==> config.mk <==
export PLATFORM = sky130hd
export DESIGN_NAME = fetch_ifid_flat
export DESIGN_NICKNAME = d
export VERILOG_FILES = /design/src/rtl/cpu_types_pkg.sv /design/src/rtl/fetch_ifid_if.sv /design/src/rtl/fetch_ifid_skid.sv /design/src/rtl/fetch_ifid.sv /design/src/flat_wrapper.sv
export SDC_FILE = /design/constraint.sdc
export NUM_CORES = 1
export LEC_CHECK = 0
export CAP_MARGIN = 20
export CORE_AREA = 2 2 135 137
export CTS_BUF_LIST = sky130_fd_sc_hd__clkbuf_4 sky130_fd_sc_hd__clkbuf_8
export DETAILED_ROUTE_END_ITERATION = 16
export DIE_AREA = 0 0 137 139
export HOLD_SLACK_MARGIN = 0.02
export PLACE_DENSITY = 0.82
export SLEW_MARGIN = 30
export SYNTH_ARGS = -nofsm -noshare
export SYNTH_HDL_FRONTEND = slang
export SYNTH_SLANG_ARGS = --single-unit
==> constraint.sdc <==
create_clock -name CLK -period 2.3 [get_ports CLK]
set_input_delay 0.46 -clock CLK [delete_from_list [all_inputs] [get_ports CLK]]
set_output_delay 0.46 -clock CLK [all_outputs]
set_load 0.005 [all_outputs]
==> src/rtl/cpu_types_pkg.sv <==
// cpu_types_pkg: shared CPU types and constants for the fetch stage.
//   word_t        : 32-bit machine word (instructions and addresses)
//   fetch_state_t : fetch FSM states FETCH / HOLD / HALT
//   NOP_INSTR     : instruction word placed in IF/ID for a bubble
//   PC_STEP       : sequential PC increment in bytes
package cpu_types_pkg;

    typedef logic [31:0] word_t;

    typedef enum logic [1:0] {
        FETCH = 2'd0,
        HOLD  = 2'd1,
        HALT  = 2'd2
    } fetch_state_t;

    localparam word_t NOP_INSTR = 32'h0000_0000;
    localparam word_t PC_STEP   = 32'd4;

endpackage

==> src/rtl/fetch_ifid_if.sv <==
// fetch_ifid_if: bundles the fetch stage's instruction-memory bus, the
// pipeline control inputs and the IF/ID outputs.
//   master modport : the fetch stage (drives imemREN/imemaddr and IF/ID)
//   slave modport  : the environment (memory, hazard/branch units, decode)
// Optional macro FETCH_STATS_EN adds fetch_count_o / stall_count_o.
interface fetch_ifid_if;
    import cpu_types_pkg::*;

    // instruction memory bus
    logic  ihit;
    word_t imemload;
    logic  imemREN;
    word_t imemaddr;

    // pipeline control
    logic  stall_i;
    logic  flush_i;
    logic  redirect_i;
    word_t redirect_pc_i;
    logic  halt_i;

    // IF/ID register contents
    word_t instr_o;
    word_t npc_o;
    logic  valid_o;

`ifdef FETCH_STATS_EN
    word_t fetch_count_o;
    word_t stall_count_o;

    modport master (
        input  ihit, imemload, stall_i, flush_i, redirect_i, redirect_pc_i, halt_i,
        output imemREN, imemaddr, instr_o, npc_o, valid_o, fetch_count_o, stall_count_o
    );
    modport slave (
        output ihit, imemload, stall_i, flush_i, redirect_i, redirect_pc_i, halt_i,
        input  imemREN, imemaddr, instr_o, npc_o, valid_o, fetch_count_o, stall_count_o
    );
`else
    modport master (
        input  ihit, imemload, stall_i, flush_i, redirect_i, redirect_pc_i, halt_i,
        output imemREN, imemaddr, instr_o, npc_o, valid_o
    );
    modport slave (
        output ihit, imemload, stall_i, flush_i, redirect_i, redirect_pc_i, halt_i,
        input  imemREN, imemaddr, instr_o, npc_o, valid_o
    );
`endif

endinterface

==> src/rtl/fetch_ifid_skid.sv <==
// fetch_skid: one-entry skid buffer holding {instr, npc} for an instruction
// that returned from memory while IF/ID was stalled.
//   CLK, nRST         : clock, asynchronous active-low reset
//   load_i            : capture instr_i/npc_i, set full
//   drain_i           : entry consumed by IF/ID, clear full
//   clear_i           : discard entry (flush/halt/redirect), wins over load
//   instr_i, npc_i    : entry data in
//   full_o            : entry holds a real instruction
//   instr_q, npc_q    : entry data out
module fetch_skid
    import cpu_types_pkg::*;
(
    input  logic  CLK,
    input  logic  nRST,
    input  logic  load_i,
    input  logic  drain_i,
    input  logic  clear_i,
    input  word_t instr_i,
    input  word_t npc_i,
    output logic  full_o,
    output word_t instr_q,
    output word_t npc_q
);

    always_ff @(posedge CLK or negedge nRST) begin
        if (!nRST) begin
            full_o  <= 1'b0;
            instr_q <= NOP_INSTR;
            npc_q   <= '0;
        end else if (clear_i || drain_i) begin
            full_o  <= 1'b0;
            instr_q <= NOP_INSTR;
            npc_q   <= '0;
        end else if (load_i) begin
            full_o  <= 1'b1;
            instr_q <= instr_i;
            npc_q   <= npc_i;
        end
    end

endmodule

==> src/rtl/fetch_ifid.sv <==
// fetch_ifid: fetch stage plus IF/ID pipeline register.
// Owns the PC, issues instruction reads, tolerates multi-cycle ihit latency,
// absorbs downstream stalls in a one-entry skid buffer, applies
// flush/redirect and stops fetching on halt.
// Ports:
//   CLK, nRST : clock, asynchronous active-low reset
//   fif       : fetch_ifid_if.master (imem bus, control inputs, IF/ID outputs)
// Parameters:
//   PC_INIT   : PC loaded at reset
//   WORD_W    : word width, fixed at 32
// Optional macro FETCH_STATS_EN adds saturating fetch/stall counters.
module fetch_ifid
    import cpu_types_pkg::*;
#(
    parameter word_t PC_INIT = 32'h0000_0000,
    parameter int    WORD_W  = 32
)
(
    input logic          CLK,
    input logic          nRST,
    fetch_ifid_if.master fif
);

    fetch_state_t      state_p0, state_nxt;
    logic [WORD_W-1:0] pc_p0, pc_nxt;
    logic              rdp_p0, rdp_nxt;      // redirect waiting for ihit
    word_t             rdt_p0, rdt_nxt;      // latched redirect target
    logic              hpend_p0, hpend_nxt;  // halt waiting for ihit

    word_t instr_p1;
    word_t npc_p1;
    logic  vld_p1;

    word_t seq_pc;
    logic  ld_new, ld_buf, ld_bub;
    logic  skid_load, skid_drain, skid_clear;
    logic  skid_full;
    word_t skid_instr, skid_npc;

    fetch_skid u_skid (
        .CLK     (CLK),
        .nRST    (nRST),
        .load_i  (skid_load),
        .drain_i (skid_drain),
        .clear_i (skid_clear),
        .instr_i (fif.imemload),
        .npc_i   (seq_pc),
        .full_o  (skid_full),
        .instr_q (skid_instr),
        .npc_q   (skid_npc)
    );

    assign seq_pc = pc_p0 + PC_STEP;

    always_comb begin
        state_nxt  = state_p0;
        pc_nxt     = pc_p0;
        rdp_nxt    = rdp_p0;
        rdt_nxt    = rdt_p0;
        hpend_nxt  = hpend_p0;
        ld_new     = 1'b0;
        ld_buf     = 1'b0;
        ld_bub     = 1'b0;
        skid_load  = 1'b0;
        skid_drain = 1'b0;
        skid_clear = 1'b0;

        unique case (state_p0)
            FETCH: begin
                if (fif.halt_i || hpend_p0) begin
                    // The outstanding read must complete before going idle;
                    // its data is discarded.
                    ld_bub     = 1'b1;
                    skid_clear = 1'b1;
                    rdp_nxt    = 1'b0;
                    if (fif.ihit) begin
                        state_nxt = HALT;
                        hpend_nxt = 1'b0;
                    end else begin
                        hpend_nxt = 1'b1;
                    end
                end else if (fif.ihit) begin
                    if (fif.redirect_i || rdp_p0) begin
                        // Wrong-path instruction: drop it and refetch.
                        pc_nxt  = fif.redirect_i ? fif.redirect_pc_i : rdt_p0;
                        rdp_nxt = 1'b0;
                        ld_bub  = fif.flush_i || !fif.stall_i;
                    end else begin
                        pc_nxt = seq_pc;
                        if (fif.flush_i) begin
                            ld_bub = 1'b1;
                        end else if (fif.stall_i) begin
                            skid_load = 1'b1;
                            state_nxt = HOLD;
                        end else begin
                            ld_new = 1'b1;
                        end
                    end
                end else begin
                    // Address must stay stable until ihit, so a redirect
                    // arriving mid-request is parked until then.
                    if (fif.redirect_i) begin
                        rdp_nxt = 1'b1;
                        rdt_nxt = fif.redirect_pc_i;
                    end
                    ld_bub = fif.flush_i || !fif.stall_i;
                end
            end
            HOLD: begin
                if (fif.halt_i) begin
                    ld_bub     = 1'b1;
                    skid_clear = 1'b1;
                    rdp_nxt    = 1'b0;
                    state_nxt  = HALT;
                end else if (fif.flush_i) begin
                    ld_bub     = 1'b1;
                    skid_clear = 1'b1;
                    state_nxt  = FETCH;
                    if (fif.redirect_i) pc_nxt = fif.redirect_pc_i;
                end else if (fif.redirect_i) begin
                    // No read in flight here, so the target applies at once.
                    pc_nxt     = fif.redirect_pc_i;
                    skid_clear = 1'b1;
                    state_nxt  = FETCH;
                    ld_bub     = !fif.stall_i;
                end else if (!fif.stall_i) begin
                    ld_buf     = skid_full;
                    ld_bub     = !skid_full;
                    skid_drain = 1'b1;
                    state_nxt  = FETCH;
                end
            end
            HALT: begin
                state_nxt = HALT;
            end
            default: begin
                state_nxt = FETCH;
            end
        endcase
    end

    always_ff @(posedge CLK or negedge nRST) begin
        if (!nRST) begin
            state_p0 <= FETCH;
            pc_p0    <= PC_INIT;
            rdp_p0   <= 1'b0;
            rdt_p0   <= '0;
            hpend_p0 <= 1'b0;
        end else begin
            state_p0 <= state_nxt;
            pc_p0    <= pc_nxt;
            rdp_p0   <= rdp_nxt;
            rdt_p0   <= rdt_nxt;
            hpend_p0 <= hpend_nxt;
        end
    end

    // IF/ID register boundary
    always_ff @(posedge CLK or negedge nRST) begin
        if (!nRST) begin
            instr_p1 <= NOP_INSTR;
            npc_p1   <= '0;
            vld_p1   <= 1'b0;
        end else if (ld_new) begin
            instr_p1 <= fif.imemload;
            npc_p1   <= seq_pc;
            vld_p1   <= 1'b1;
        end else if (ld_buf) begin
            instr_p1 <= skid_instr;
            npc_p1   <= skid_npc;
            vld_p1   <= 1'b1;
        end else if (ld_bub) begin
            instr_p1 <= NOP_INSTR;
            npc_p1   <= '0;
            vld_p1   <= 1'b0;
        end
    end

    assign fif.imemREN  = nRST && (state_p0 == FETCH);
    assign fif.imemaddr = (state_p0 == HALT) ? '0 : pc_p0;
    assign fif.instr_o  = instr_p1;
    assign fif.npc_o    = npc_p1;
    assign fif.valid_o  = vld_p1;

`ifdef FETCH_STATS_EN
    word_t fcnt_p1, scnt_p1;

    function automatic word_t sat_inc(input word_t v);
        return (v == 32'hFFFF_FFFF) ? v : v + 32'd1;
    endfunction

    always_ff @(posedge CLK or negedge nRST) begin
        if (!nRST) begin
            fcnt_p1 <= '0;
            scnt_p1 <= '0;
        end else begin
            if (ld_new || ld_buf)       fcnt_p1 <= sat_inc(fcnt_p1);
            if (fif.stall_i && vld_p1)  scnt_p1 <= sat_inc(scnt_p1);
        end
    end

    assign fif.fetch_count_o = fcnt_p1;
    assign fif.stall_count_o = scnt_p1;
`endif

endmodule

==> src/flat_wrapper.sv <==
// flat-port wrapper written by rule: the top's interface ports become plain ports
module fetch_ifid_flat import cpu_types_pkg::*;
#(
    parameter word_t PC_INIT = 32'h0000_0000,
    parameter int    WORD_W  = 32
)
  (CLK, nRST, fif_ihit, fif_imemload, fif_stall_i, fif_flush_i, fif_redirect_i, fif_redirect_pc_i, fif_halt_i, fif_imemREN, fif_imemaddr, fif_instr_o, fif_npc_o, fif_valid_o);
  fetch_ifid_if fif_i ();
  input logic CLK;
  input logic nRST;
  input wire logic [$bits(fif_i.ihit)-1:0] fif_ihit;
  input wire logic [$bits(fif_i.imemload)-1:0] fif_imemload;
  input wire logic [$bits(fif_i.stall_i)-1:0] fif_stall_i;
  input wire logic [$bits(fif_i.flush_i)-1:0] fif_flush_i;
  input wire logic [$bits(fif_i.redirect_i)-1:0] fif_redirect_i;
  input wire logic [$bits(fif_i.redirect_pc_i)-1:0] fif_redirect_pc_i;
  input wire logic [$bits(fif_i.halt_i)-1:0] fif_halt_i;
  output wire logic [$bits(fif_i.imemREN)-1:0] fif_imemREN;
  output wire logic [$bits(fif_i.imemaddr)-1:0] fif_imemaddr;
  output wire logic [$bits(fif_i.instr_o)-1:0] fif_instr_o;
  output wire logic [$bits(fif_i.npc_o)-1:0] fif_npc_o;
  output wire logic [$bits(fif_i.valid_o)-1:0] fif_valid_o;
  assign fif_i.ihit = fif_ihit;
  assign fif_i.imemload = fif_imemload;
  assign fif_i.stall_i = fif_stall_i;
  assign fif_i.flush_i = fif_flush_i;
  assign fif_i.redirect_i = fif_redirect_i;
  assign fif_i.redirect_pc_i = fif_redirect_pc_i;
  assign fif_i.halt_i = fif_halt_i;
  assign fif_imemREN = fif_i.imemREN;
  assign fif_imemaddr = fif_i.imemaddr;
  assign fif_instr_o = fif_i.instr_o;
  assign fif_npc_o = fif_i.npc_o;
  assign fif_valid_o = fif_i.valid_o;
  fetch_ifid #(.PC_INIT(PC_INIT), .WORD_W(WORD_W)) u_core (.CLK(CLK), .nRST(nRST), .fif(fif_i));
endmodule
==> out/metrics.json, run 1 <==
{
  "outcome": {"value": "finished, violations left"},
  "failed_checks": {"value": "setup timing"},
  "drive_gt1_share": {"value": 17.1, "unit": "%"},
  "data_arrival_time_of_the_critical_path": {"value": 1.86, "unit": "ns"},
  "core-area": {"value": 0.0177, "unit": "sq mm"},
  "routabilityCongestion": {"value": 0.890},
  "io_pins": {"value": 169},
  "clock_power_share": {"value": 24.1, "unit": "%"},
  "synth-edff-count": {"value": 0},
  "startpoint": {"value": "u_core.state_p0[1]$_DFFE_PN0P_"},
  "fp.dieArea": {"value": 0.0190, "unit": "sq mm"},
  "final-hold-violation-count": {"value": 0},
  "rsz0062_at_grt": {"value": "yes"},
  "power.ir.vdd_worst": {"value": 0.403, "unit": "mV"},
  "clock-sinks": {"value": 198},
  "power_per_cell_area": {"value": 708, "unit": "mW/mm^2"},
  "yosys.area_share.simple": {"value": 16.2, "unit": "%"},
  "num_vias": {"value": 8203},
  "synth-compound-area-share": {"value": 20.5, "unit": "%"},
  "timing.setup.critical_path_class": {"value": "flop to output pin"},
  "ys_async_sr_fraction": {"value": 100, "unit": "%"},
  "total_number_of_yosys_warnings": {"value": 0},
  "seq_power_share": {"value": 52.0, "unit": "%"},
  "effective_utilization_at_floorplan": {"value": 53.8, "unit": "%"},
  "count_of_pins_over_their_slew_limit": {"value": 0},
  "post_synth.cell_area_avg": {"value": 10.3, "unit": "sq um"},
  "floorplan.rows": {"value": 49},
  "ctsRootBufferMaster": {"value": "sky130_fd_sc_hd__clkbuf_8"},
  "ctsHtreeMaxLevel": {"value": 4},
  "tritoncts": {"value": "yes"},
  "drc_violation_total_after_the_first_tritonroute_iteration": {"value": 748},
  "pin_count_of_the_biggest_net_entering_global_routing": {"value": 115},
  "critical_path_peak_fanout": {"value": 4},
  "via_per_instance_ratio": {"value": 5.99},
  "dominantRegCellSynth": {"value": "sky130_fd_sc_hd__dfrtp_1"},
  "yosys.area.top_type": {"value": "sky130_fd_sc_hd__dfrtp_1"},
  "holdCritPathClass": {"value": "primary input to asynchronous set/reset pin"},
  "netlist_area": {"value": 0.00951, "unit": "sq mm"},
  "setup_slack": {"value": -0.0161, "unit": "ns"},
  "timing.final.crit_share": {"value": 101, "unit": "%"},
  "final_net_count": {"value": 1200},
  "yosys_register_bits": {"value": 198},
  "setup_viol": {"value": 1},
  "p_int": {"value": 0.00591, "unit": "W"},
  "cts-buffers-inserted": {"value": 17},
  "grt_pass1_wl": {"value": 42400, "unit": "um"},
  "die-height": {"value": 139, "unit": "um"},
  "cap_violations": {"value": 0},
  "syn_inst": {"value": 922},
  "worstSkewPairLatency": {"value": 0.48, "unit": "ns"},
  "placement.io_buffers": {"value": 168},
  "synth-xor-area-share": {"value": 2.58, "unit": "%"},
  "wl_per_cell": {"value": 19.5, "unit": "um"},
  "place.detailed.hpwl": {"value": 18400, "unit": "um"},
  "power.share.switching": {"value": 33.6, "unit": "%"},
  "max-clock-path-buffers": {"value": 2},
  "wirelength": {"value": 26700, "unit": "um"},
  "synthAdderAreaFrac": {"value": 0.132, "unit": "%"},
  "r2r-start": {"value": "u_core.state_p0[0]$_DFFE_PN0P_"},
  "area_overhead_of_the_layout_relative_to_synthesis": {"value": 32.2, "unit": "%"},
  "comb_power_share": {"value": 23.9, "unit": "%"},
  "die_w": {"value": 137, "unit": "um"},
  "worst_clock_skew": {"value": 0.0107, "unit": "ns"},
  "postRouteAntennaNets": {"value": 0},
  "via_count_of_the_first_global_routing_pass": {"value": 8111},
  "layout.core_utilization": {"value": 71.2, "unit": "%"},
  "synth_net_count": {"value": 994},
  "setup.worst_path.end_class": {"value": "output pin"},
  "leak": {"value": 6.19, "unit": "nW"},
  "overflow": {"value": 0},
  "critical_path_required": {"value": 1.84, "unit": "ns"},
  "synth.mux.area_fraction": {"value": 4.44, "unit": "%"},
  "antenna_violations_before_repair": {"value": 0},
  "detailedRoute.firstPassIterationCount": {"value": 7},
  "tns": {"value": -0.0161, "unit": "ns"},
  "crit_path_start_kind": {"value": "flop"},
  "maxSlewHeadroom": {"value": 59.9, "unit": "%"},
  "final.min_clock_period": {"value": 2.32, "unit": "ns"},
  "post_synth_main_area_contributors": {"value": "sky130_fd_sc_hd__dfrtp_1, sky130_fd_sc_hd__a22o_1, sky130_fd_sc_hd__mux2_2"},
  "synth_top_family_by_area": {"value": "compound AO/OA/AOI/OAI gates"},
  "insertedDiodeCount": {"value": 0},
  "gr-usage-all-layers": {"value": 28.0, "unit": "%"},
  "synth_top_cell_area_share": {"value": 52.1, "unit": "%"},
  "synth.lib_cells_used.distinct": {"value": 64},
  "worst_pin_slew": {"value": 0.602, "unit": "ns"},
  "clkTransAtPathRegs": {"value": 0.10, "unit": "ns"},
  "netSwitchingPower": {"value": 0.00299, "unit": "W"},
  "drc": {"value": 0},
  "seqCellArea": {"value": 0.00496, "unit": "sq mm"},
  "fmaxAchievable": {"value": 432, "unit": "MHz"},
  "multi_input_area": {"value": 0.00425, "unit": "sq mm"},
  "portion_of_the_post_synthesis_area_used_by_sequential_elements": {"value": 52.1, "unit": "%"},
  "fillers": {"value": 1313}
}
-- state kept, by name (all words and copies together) (netlist names) --
signal / flops
u_core.fif.instr_o: 32
u_core.state_p0: 2
u_core.fif.valid_o: 1
u_core.rdp_p0: 1
u_core.u_skid.npc_q: 32
u_core.pc_p0: 32
u_core.rdt_p0: 32
u_core.hpend_p0: 1
u_core.u_skid.instr_q: 32
u_core.u_skid.full_o: 1
u_core.fif.npc_o: 32
-- Yosys cell counts, types with 16 or more instances --
cell type,instances
sky130_fd_sc_hd__a22oi_1,27
sky130_fd_sc_hd__a22o_1,51
sky130_fd_sc_hd__nand2_1,97
sky130_fd_sc_hd__dfrtp_1,198
sky130_fd_sc_hd__and2_1,33
sky130_fd_sc_hd__mux2_2,33
sky130_fd_sc_hd__nor2_1,38
sky130_fd_sc_hd__a21o_1,16
sky130_fd_sc_hd__xnor2_1,17
sky130_fd_sc_hd__o21ai_0,67
sky130_fd_sc_hd__clkbuf_1,39
sky130_fd_sc_hd__nand3_1,43
sky130_fd_sc_hd__buf_2,33
sky130_fd_sc_hd__a21oi_1,38
-- layout by cell type, fill, tap and decap left out, drive strengths merged, types with 14 or more instances in the layout --
master           n
dfrtp          198
xnor2           17
clkdlybuf4s50  135
a22o            51
clkbuf          20
buf             94
dlymetal6s2s    26
nand2           97
nand3           44
a21o            16
mux2            33
a32oi           14
nor3            17
and2            34
nor2            39
o21ai           73
nand4           16
inv             17
a22oi           27
a21oi           38
-- area by class of cell --
class	instances	share of cell area [%]
flip-flops and latches	198	39.4
multi-input cells	636	33.8
inverters	11	0.328
clock buffers	18	1.92
clock inverters	14	1.13
well taps	229	2.28
repair buffers	264	21.1
-- routing by layer --
layer	vias up	share of wire (%)	GRT usage, %
li1	3777	-	-
met1	3968	41	38.8
met2	393	48	44.6
met3	65	7.5	5.34
met4	0	2.8	9.06
met5	-	0	0
-- kinds of logic (layout without fill, tap and decap cells) --
logic type	Yosys count	count (layout)
flops	198	198
fa+ha+maj	1	1
compound gates	275	275
mux	38	38
buf+inv	88	307
simple gates	294	294
xor+xnor	28	28
-- what timing repair did --
action,CTS,global route
gates cloned,0,1
hold buffers,1,0
gates resized for setup,18,36
endpoints found under the setup margin,33,54
buffers inserted,5,8
hold endpoints to repair,7,0
pin swaps,0,2
-- stage by stage --
step / power, W / area [sq um] / worst slack [ns] / std cells / hold slack (ns)
4_1_cts: 0.00890 / 12400 / -0.0403 / 1361 / 0.119
5_1_grt: 0.00937 / 12600 / -0.0588 / 1370 / 0.141
6_report: 0.00890 / 12600 / -0.0161 / 1370 / 0.119
2_1_floorplan: 0.00571 / 9510 / 0.161 / 922 / 0.164
3_3_place_gp: 0.00666 / 11900 / -0.174 / 1323 / 0.314
3_5_place_dp: 0.00675 / 11900 / -0.290 / 1323 / 0.311
-- worst max-delay path: stages, from the launching register on --
cell and delay [ns]:
sky130_fd_sc_hd__dfrtp_2 0.46, sky130_fd_sc_hd__buf_4 0.16, sky130_fd_sc_hd__nor2_4 0.12, sky130_fd_sc_hd__and2_4 0.16, sky130_fd_sc_hd__clkdlybuf4s50_1 0.49
-- final timing paths --
kind                                                            end  slack [ns]  cells after the start
worst max-delay path                                    fif_imemREN       -0.02                      4
worst min-delay path               u_core.fif.npc_o[21]$_DFFE_PN0P_        0.12                      2
worst max register to register     u_core.fif.npc_o[12]$_DFFE_PN0P_        0.06                      8
worst min register to register   u_core.fif.instr_o[16]$_DFFE_PN0P_        0.49                      1
max in group asynchronous       u_core.u_skid.npc_q[28]$_DFFE_PN0P_        1.56                      2
min in group CLK                 u_core.fif.instr_o[16]$_DFFE_PN0P_        0.49                      1
-- power groups by stage --
stage                     registers (W)  logic [W]  clock network, W
after detailed placement        0.00467    0.00208                 0
after global routing            0.00470    0.00234           0.00233
after CTS                       0.00460    0.00210           0.00220
after global placement          0.00464    0.00202                 0
after floorplan                 0.00447    0.00124                 0
final                           0.00463    0.00213           0.00214
Note: power is estimated with default switching activity, not from simulation.
==> run 2, diff against run 1 <==
--- a/config.mk
+++ b/config.mk
@@ -7,7 +7,7 @@
 export LEC_CHECK = 0
 export CAP_MARGIN = 20
 export CORE_AREA = 2 2 135 137
-export CTS_BUF_LIST = sky130_fd_sc_hd__clkbuf_4 sky130_fd_sc_hd__clkbuf_8
+export CTS_BUF_LIST = sky130_fd_sc_hd__clkbuf_8
 export DETAILED_ROUTE_END_ITERATION = 16
 export DIE_AREA = 0 0 137 139
 export HOLD_SLACK_MARGIN = 0.02
==> out/metrics.json, run 2 (synthesized netlist as in run 1, its figures left out) <==
{
  "pin_count_of_the_biggest_net_entering_global_routing": {"value": 115, "change": "unchanged"},
  "clock-sinks": {"value": 198, "change": "unchanged"},
  "ctsHtreeMaxLevel": {"value": 4, "change": "unchanged"},
  "setup_slack": {"value": -0.0209, "unit": "ns", "change": "-0.00481 ns"},
  "failed_checks": {"value": "setup timing"},
  "area_overhead_of_the_layout_relative_to_synthesis": {"value": 32.2, "unit": "%", "change": "about the same"},
  "holdCritPathClass": {"value": "primary input to asynchronous set/reset pin"},
  "setup_viol": {"value": 1, "change": "unchanged"},
  "max-clock-path-buffers": {"value": 2, "change": "unchanged"},
  "grt_pass1_wl": {"value": 42400, "unit": "um", "change": "about the same"},
  "clkTransAtPathRegs": {"value": 0.11, "unit": "ns", "change": "about the same"},
  "fmaxAchievable": {"value": 431, "unit": "MHz", "change": "-0.21%"},
  "worstSkewPairLatency": {"value": 0.48, "unit": "ns", "change": "about the same"},
  "wl_per_cell": {"value": 19.5, "unit": "um", "change": "about the same"},
  "via_count_of_the_first_global_routing_pass": {"value": 8103, "change": "-0.099%"},
  "placement.io_buffers": {"value": 168, "change": "unchanged"},
  "delay_heaviest_family_cp": {"value": "buffers and inverters"},
  "final-hold-violation-count": {"value": 0, "change": "unchanged"},
  "cpMaxStageDelayCell": {"value": "sky130_fd_sc_hd__clkdlybuf4s50_1"},
  "placed_cell_area": {"value": 0.0119, "unit": "sq mm", "change": "unchanged"},
  "cap_violations": {"value": 0, "change": "unchanged"},
  "via_per_instance_ratio": {"value": 5.99, "change": "about the same"},
  "critical_path_peak_fanout": {"value": 4, "change": "unchanged"},
  "leak": {"value": 6.19, "unit": "nW", "change": "about the same"},
  "startpoint": {"value": "u_core.state_p0[1]$_DFFE_PN0P_"},
  "final.min_clock_period": {"value": 2.32, "unit": "ns", "change": "+0.00481 ns"},
  "final_net_count": {"value": 1200, "change": "unchanged"},
  "timing.final.crit_share": {"value": 101, "unit": "%", "change": "+0.21 points"},
  "die_w": {"value": 137, "unit": "um", "change": "unchanged"},
  "effective_utilization_at_floorplan": {"value": 53.8, "unit": "%", "change": "unchanged"},
  "antenna_violations_before_repair": {"value": 0, "change": "unchanged"},
  "routabilityCongestion": {"value": 0.890, "change": "unchanged"},
  "drive_gt1_share": {"value": 17.0, "unit": "%", "change": "-0.088 points"},
  "maxSlewHeadroom": {"value": 59.7, "unit": "%", "change": "-0.21 points"},
  "io_pins": {"value": 169, "change": "unchanged"},
  "overflow": {"value": 0, "change": "unchanged"},
  "tns": {"value": -0.0209, "unit": "ns", "change": "-0.00481 ns"},
  "final_cell_mix": {"value": "sky130_fd_sc_hd__dfrtp_1, sky130_fd_sc_hd__clkdlybuf4s50_1, sky130_fd_sc_hd__nand2_1"},
  "tritoncts": {"value": "yes"},
  "gr-usage-all-layers": {"value": 28.0, "unit": "%", "change": "about the same"},
  "ctsRootBufferMaster": {"value": "sky130_fd_sc_hd__clkbuf_8"},
  "cpPeakStageDelay": {"value": 0.50, "unit": "ns", "change": "about the same"},
  "drc_violation_total_after_the_first_tritonroute_iteration": {"value": 733, "change": "-2.0%"},
  "count_of_pins_over_their_slew_limit": {"value": 0, "change": "unchanged"},
  "r2r-start": {"value": "u_core.state_p0[0]$_DFFE_PN0P_"},
  "data_arrival_time_of_the_critical_path": {"value": 1.86, "unit": "ns", "change": "about the same"},
  "worst_clock_skew": {"value": 0.0108, "unit": "ns", "change": "+0.0000620 ns"},
  "critical_path_buf_inv_count": {"value": 2, "change": "unchanged"},
  "setup.worst_path.end_class": {"value": "output pin"},
  "num_vias": {"value": 8208, "change": "+0.061%"},
  "fillers": {"value": 1311, "change": "-0.15%"},
  "floorplan.rows": {"value": 49, "change": "unchanged"},
  "core-area": {"value": 0.0177, "unit": "sq mm", "change": "unchanged"},
  "detailedRoute.firstPassIterationCount": {"value": 6, "change": "-1"},
  "insertedDiodeCount": {"value": 0, "change": "unchanged"},
  "drc": {"value": 0, "change": "unchanged"},
  "cts-buffers-inserted": {"value": 17, "change": "unchanged"},
  "placed_cells_incl_taps": {"value": 1323, "change": "unchanged"},
  "place.detailed.hpwl": {"value": 18400, "unit": "um", "change": "unchanged"},
  "postRouteAntennaNets": {"value": 0, "change": "unchanged"},
  "critical_path.cell_chain": {"value": "buf_4, nor2_4, and2_4, clkdlybuf4s50_1"},
  "timing.setup.critical_path_class": {"value": "flop to output pin"},
  "wirelength": {"value": 26700, "unit": "um", "change": "about the same"},
  "power_per_cell_area": {"value": 707, "unit": "mW/mm^2", "change": "about the same"},
  "crit_path_start_kind": {"value": "flop"},
  "final-instance-count-excl-fill": {"value": 1370, "change": "unchanged"},
  "worst_pin_slew": {"value": 0.605, "unit": "ns", "change": "+0.00320 ns"},
  "most_common_library_cell_in_the_layout_ignoring_fill_and_taps": {"value": "sky130_fd_sc_hd__dfrtp_1"},
  "critical_path_required": {"value": 1.84, "unit": "ns", "change": "about the same"},
  "power.ir.vdd_worst": {"value": 0.405, "unit": "mV", "change": "+0.59%"},
  "total_power": {"value": 0.00889, "unit": "W", "change": "about the same"},
  "die-height": {"value": 139, "unit": "um", "change": "unchanged"},
  "outcome": {"value": "finished, violations left"},
  "finish.instance_area": {"value": 0.0126, "unit": "sq mm", "change": "about the same"},
  "rsz0062_at_grt": {"value": "yes"},
  "fp.dieArea": {"value": 0.0190, "unit": "sq mm", "change": "unchanged"}
}
run 2: cell count changes in the layout (fill, tap and decap cells not counted), sizes merged:
cell | previous run | this run
clkbuf | 20 | 19
inv | 17 | 18
run 2: path summary, 6_finish.rpt:
check | endpoint | slack, ns | cells after the start
max | fif_imemREN | -0.02 | 4
min | u_core.fif.npc_o[20]$_DFFE_PN0P_ | 0.11 | 2
max reg2reg | u_core.pc_p0[30]$_DFFE_PN0P_ | 0.06 | 7
min reg2reg | u_core.fif.instr_o[16]$_DFFE_PN0P_ | 0.49 | 1
max in group asynchronous | u_core.u_skid.npc_q[28]$_DFFE_PN0P_ | 1.57 | 2
min in group CLK | u_core.fif.instr_o[16]$_DFFE_PN0P_ | 0.49 | 1
run 2: cell type report:
type / instances / area (sq um) / share of cell area [%]
multi-input combinational: 636 / 4250 / 33.8
tap: 229 / 287 / 2.28
timing repair buffer: 264 / 2650 / 21.1
clock inverter: 15 / 146 / 1.16
clock buffer: 17 / 234 / 1.86
inverter: 11 / 41.3 / 0.329
sequential: 198 / 4960 / 39.4
run 2: routing by layer:
| layer | wire, um | global-route usage [%] |
|---|---|---|
| met3 | 1890 | 5.34 |
| met5 | 0 | 0 |
| met4 | 586 | 9.06 |
| met2 | 13200 | 44.6 |
| met1 | 11000 | 38.7 |
run 2: power breakdown:
group | switching (W) | internal [W]
clock network | 0.00134 | 0.000794
logic | 0.00109 | 0.00103
registers | 0.000575 | 0.00406
total | 0.00300 | 0.00589
run 2: metrics by stage:
step | hold WS (ns) | setup WS (ns) | util, %
6_report | 0.115 | -0.0209 | 71.2
5_1_grt | 0.140 | -0.0592 | 71.2
4_1_cts | 0.119 | -0.0398 | 70.1
3_5_place_dp | 0.311 | -0.290 | 67.5
3_3_place_gp | 0.314 | -0.174 | 67.5
2_1_floorplan | 0.164 | 0.161 | -
run 2: timing repair:
| item | 4_1_cts | 5_1_grt |
|---|---|---|
| gates cloned | 0 | 1 |
| pin swaps | 0 | 2 |
| buffers inserted | 5 | 8 |
| hold buffers | 1 | 0 |
| setup endpoints to repair | 33 | 54 |
| gates resized for setup | 18 | 36 |
| hold endpoints to repair | 7 | 0 |
==> run 3, diff against run 2 <==
--- a/config.mk
+++ b/config.mk
@@ -6,10 +6,10 @@
 export NUM_CORES = 1
 export LEC_CHECK = 0
 export CAP_MARGIN = 20
-export CORE_AREA = 2 2 135 137
+export CORE_AREA = 8 8 141 143
 export CTS_BUF_LIST = sky130_fd_sc_hd__clkbuf_8
 export DETAILED_ROUTE_END_ITERATION = 16
-export DIE_AREA = 0 0 137 139
+export DIE_AREA = 0 0 149 151
 export HOLD_SLACK_MARGIN = 0.02
 export PLACE_DENSITY = 0.82
 export SLEW_MARGIN = 30
==> out/metrics.json, run 3 (synthesized netlist as in run 1, its figures left out) <==
{
  "final.hold.worst_slack": {"value": 0.103, "unit": "ns", "change": "-0.0114 ns"},
  "fmaxAchievable": {"value": 439, "unit": "MHz", "change": "+1.9%"},
  "pin_count_of_the_biggest_net_entering_global_routing": {"value": 113, "change": "-1.7%"},
  "leak": {"value": 6.11, "unit": "nW", "change": "-1.2%"},
  "wirelength": {"value": 27100, "unit": "um", "change": "+1.6%"},
  "placed_cell_area": {"value": 0.0120, "unit": "sq mm", "change": "+0.42%"},
  "max-clock-path-buffers": {"value": 2, "change": "unchanged"},
  "use_met3": {"value": 4.33, "unit": "%", "change": "-1.0 points"},
  "final.min_clock_period": {"value": 2.28, "unit": "ns", "change": "-0.0432 ns"},
  "seqCellArea": {"value": 0.00496, "unit": "sq mm", "change": "unchanged"},
  "worstSkewPairLatency": {"value": 0.48, "unit": "ns", "change": "about the same"},
  "most_common_library_cell_in_the_layout_ignoring_fill_and_taps": {"value": "sky130_fd_sc_hd__dfrtp_1"},
  "critical_path_required": {"value": 2.72, "unit": "ns", "change": "+0.88 ns"},
  "area_overhead_of_the_layout_relative_to_synthesis": {"value": 32.2, "unit": "%", "change": "about the same"},
  "timing.final.crit_share": {"value": 99.0, "unit": "%", "change": "-1.9 points"},
  "power_per_cell_area": {"value": 717, "unit": "mW/mm^2", "change": "+1.4%"},
  "placement.io_buffers": {"value": 168, "change": "unchanged"},
  "grtUsageMet1": {"value": 31.2, "unit": "%", "change": "-7.5 points"},
  "gr-usage-all-layers": {"value": 23.8, "unit": "%", "change": "-4.2 points"},
  "overflow": {"value": 0, "change": "unchanged"},
  "postRouteAntennaNets": {"value": 0, "change": "unchanged"},
  "insertedDiodeCount": {"value": 0, "change": "unchanged"},
  "setup_viol": {"value": 0, "change": "-1"},
  "detailedPlace.worstSlack": {"value": -0.294, "unit": "ns", "change": "-0.00389 ns"},
  "cts-buffers-inserted": {"value": 17, "change": "unchanged"},
  "final_cell_mix": {"value": "sky130_fd_sc_hd__dfrtp_1, sky130_fd_sc_hd__clkdlybuf4s50_1, sky130_fd_sc_hd__nand2_1"},
  "clock-sinks": {"value": 198, "change": "unchanged"},
  "via_count_of_the_first_global_routing_pass": {"value": 8048, "change": "-0.68%"},
  "ctsHtreeMaxLevel": {"value": 4, "change": "unchanged"},
  "die-height": {"value": 151, "unit": "um", "change": "+8.6%"},
  "setup.worst_path.end_class": {"value": "flop"},
  "detailedRoute.firstPassIterationCount": {"value": 5, "change": "-1"},
  "fp.dieArea": {"value": 0.0225, "unit": "sq mm", "change": "+18%"},
  "power.ir.vdd_worst": {"value": 0.535, "unit": "mV", "change": "+32%"},
  "core-area": {"value": 0.0177, "unit": "sq mm", "change": "unchanged"},
  "die_w": {"value": 149, "unit": "um", "change": "+8.8%"},
  "ctsRootBufferMaster": {"value": "sky130_fd_sc_hd__clkbuf_8"},
  "drc": {"value": 0, "change": "unchanged"},
  "tritoncts": {"value": "yes"},
  "finish.instance_area": {"value": 0.0126, "unit": "sq mm", "change": "about the same"},
  "final_net_count": {"value": 1195, "change": "-0.42%"},
  "drive_gt1_share": {"value": 16.8, "unit": "%", "change": "-0.19 points"},
  "io_pins": {"value": 169, "change": "unchanged"},
  "final-hold-violation-count": {"value": 0, "change": "unchanged"},
  "busiest_layer": {"value": "met2"},
  "setup_slack": {"value": 0.0223, "unit": "ns", "change": "+0.0432 ns"},
  "count_of_pins_over_their_slew_limit": {"value": 0, "change": "unchanged"},
  "crit_path_start_kind": {"value": "flop"},
  "wl_per_cell": {"value": 19.9, "unit": "um", "change": "+2.0%"},
  "timing.setup.critical_path_class": {"value": "flop to flop"},
  "startpoint": {"value": "u_core.state_p0[0]$_DFFE_PN0P_"},
  "data_arrival_time_of_the_critical_path": {"value": 2.69, "unit": "ns", "change": "+0.83 ns"},
  "worst_clock_skew": {"value": 0.0171, "unit": "ns", "change": "+0.00633 ns"},
  "grt_pass1_wl": {"value": 42600, "unit": "um", "change": "+0.47%"},
  "fillers": {"value": 1275, "change": "-2.7%"},
  "maxSlewHeadroom": {"value": 59.8, "unit": "%", "change": "+0.13 points"},
  "worst_pin_slew": {"value": 0.603, "unit": "ns", "change": "-0.00194 ns"},
  "clkTransAtPathRegs": {"value": 0.11, "unit": "ns", "change": "about the same"},
  "tns": {"value": 0, "unit": "ns", "change": "+0.0209 ns"},
  "met2_usage": {"value": 38.7, "unit": "%", "change": "-5.9 points"},
  "floorplan.rows": {"value": 49, "change": "unchanged"},
  "critical_path_peak_fanout": {"value": 10, "change": "+6"},
  "antenna_violations_before_repair": {"value": 0, "change": "unchanged"},
  "final-instance-count-excl-fill": {"value": 1365, "change": "-0.36%"},
  "num_vias": {"value": 8170, "change": "-0.46%"},
  "place.detailed.hpwl": {"value": 19100, "unit": "um", "change": "+4.0%"},
  "outcome": {"value": "finished, final reports clean"},
  "cap_violations": {"value": 0, "change": "unchanged"},
  "routabilityCongestion": {"value": 0.904, "change": "+1.6%"},
  "effective_utilization_at_floorplan": {"value": 53.8, "unit": "%", "change": "unchanged"},
  "holdCritPathClass": {"value": "primary input to asynchronous set/reset pin"},
  "placed_cells_incl_taps": {"value": 1323, "change": "unchanged"},
  "drc_violation_total_after_the_first_tritonroute_iteration": {"value": 849, "change": "+16%"},
  "via_per_instance_ratio": {"value": 5.99, "change": "about the same"},
  "r2r-start": {"value": "u_core.state_p0[0]$_DFFE_PN0P_"},
  "post_cts_hold_buffer_count": {"value": 0, "change": "-1"},
  "multi_input_area": {"value": 0.00425, "unit": "sq mm", "change": "unchanged"}
}
==> run 3: cell types whose count changed in the layout (fill, tap and decap cells not counted), moves of 3 or more <==
cell | before | now
sky130_fd_sc_hd__buf_12 | 13 | 17
sky130_fd_sc_hd__buf_4 | 80 | 73
sky130_fd_sc_hd__clkinv_8 | 3 | 6
sky130_fd_sc_hd__clkinvlp_4 | 4 | 0
sky130_fd_sc_hd__dlygate4sd2_1 | 6 | 14
sky130_fd_sc_hd__dlymetal6s2s_1 | 26 | 19
sky130_fd_sc_hd__inv_6 | 5 | 1
sky130_fd_sc_hd__inv_8 | 1 | 4
==> run 3: area by class of cell <==
cell class	instances	area share (%)
well taps	229	2.28
inverters	11	0.329
multi-input cells	636	33.8
repair buffers	259	20.8
clock buffers	17	1.86
flip-flops and latches	198	39.5
clock inverters	15	1.45
==> run 3: where the power goes <==
part           switching (W)  total (W)  internal [W]
logic                0.00108    0.00212       0.00104
registers           0.000584    0.00464       0.00406
clock network        0.00141    0.00225      0.000834
==> run 3: worst max-delay path, cell delays in order, from the launching register on <==
cell	delay (ns)
sky130_fd_sc_hd__dfrtp_2	0.43
sky130_fd_sc_hd__buf_4	0.13
sky130_fd_sc_hd__buf_4	0.16
sky130_fd_sc_hd__or3b_1	0.41
sky130_fd_sc_hd__a211o_1	0.38
sky130_fd_sc_hd__buf_4	0.20
sky130_fd_sc_hd__buf_12	0.13
sky130_fd_sc_hd__a21oi_1	0.23
sky130_fd_sc_hd__a211o_1	0.14
==> run 3: layer usage <==
| layer | vias to the layer above | routed length, um |
|---|---|---|
| met1 | 4019 | 11400 |
| li1 | 3782 | - |
| met5 | - | 0 |
| met4 | 0 | 650 |
| met3 | 46 | 1750 |
| met2 | 323 | 13400 |
==> run 3: per-stage QoR <==
step                util (%)  power [W]
global placement        67.8    0.00663
global route            71.2    0.00947
floorplan                  -    0.00571
finish                  71.2    0.00901
detailed placement      67.8    0.00673
CTS                     70.5    0.00898
==> run 3: timing repair <==
item | 4_1_cts | 5_1_grt
setup endpoints to repair | 37 | 34
buffers inserted | 5 | 5
resized for setup | 30 | 24
pin swaps | 2 | 1
==> run 3: path summary, 6_finish.rpt <==
kind / depth (start not counted) / slack [ns] / end
hold / removal: 2 / 0.10 / u_core.rdt_p0[26]$_DFFE_PN0P_
setup reg to reg: 8 / 0.02 / u_core.pc_p0[30]$_DFFE_PN0P_
setup / recovery: 8 / 0.02 / u_core.pc_p0[30]$_DFFE_PN0P_
min in group CLK: 2 / 0.49 / u_core.u_skid.npc_q[7]$_DFFE_PN0P_
max in group asynchronous: 3 / 1.37 / u_core.fif.instr_o[12]$_DFFE_PN0P_
hold reg to reg: 2 / 0.49 / u_core.u_skid.npc_q[7]$_DFFE_PN0P_
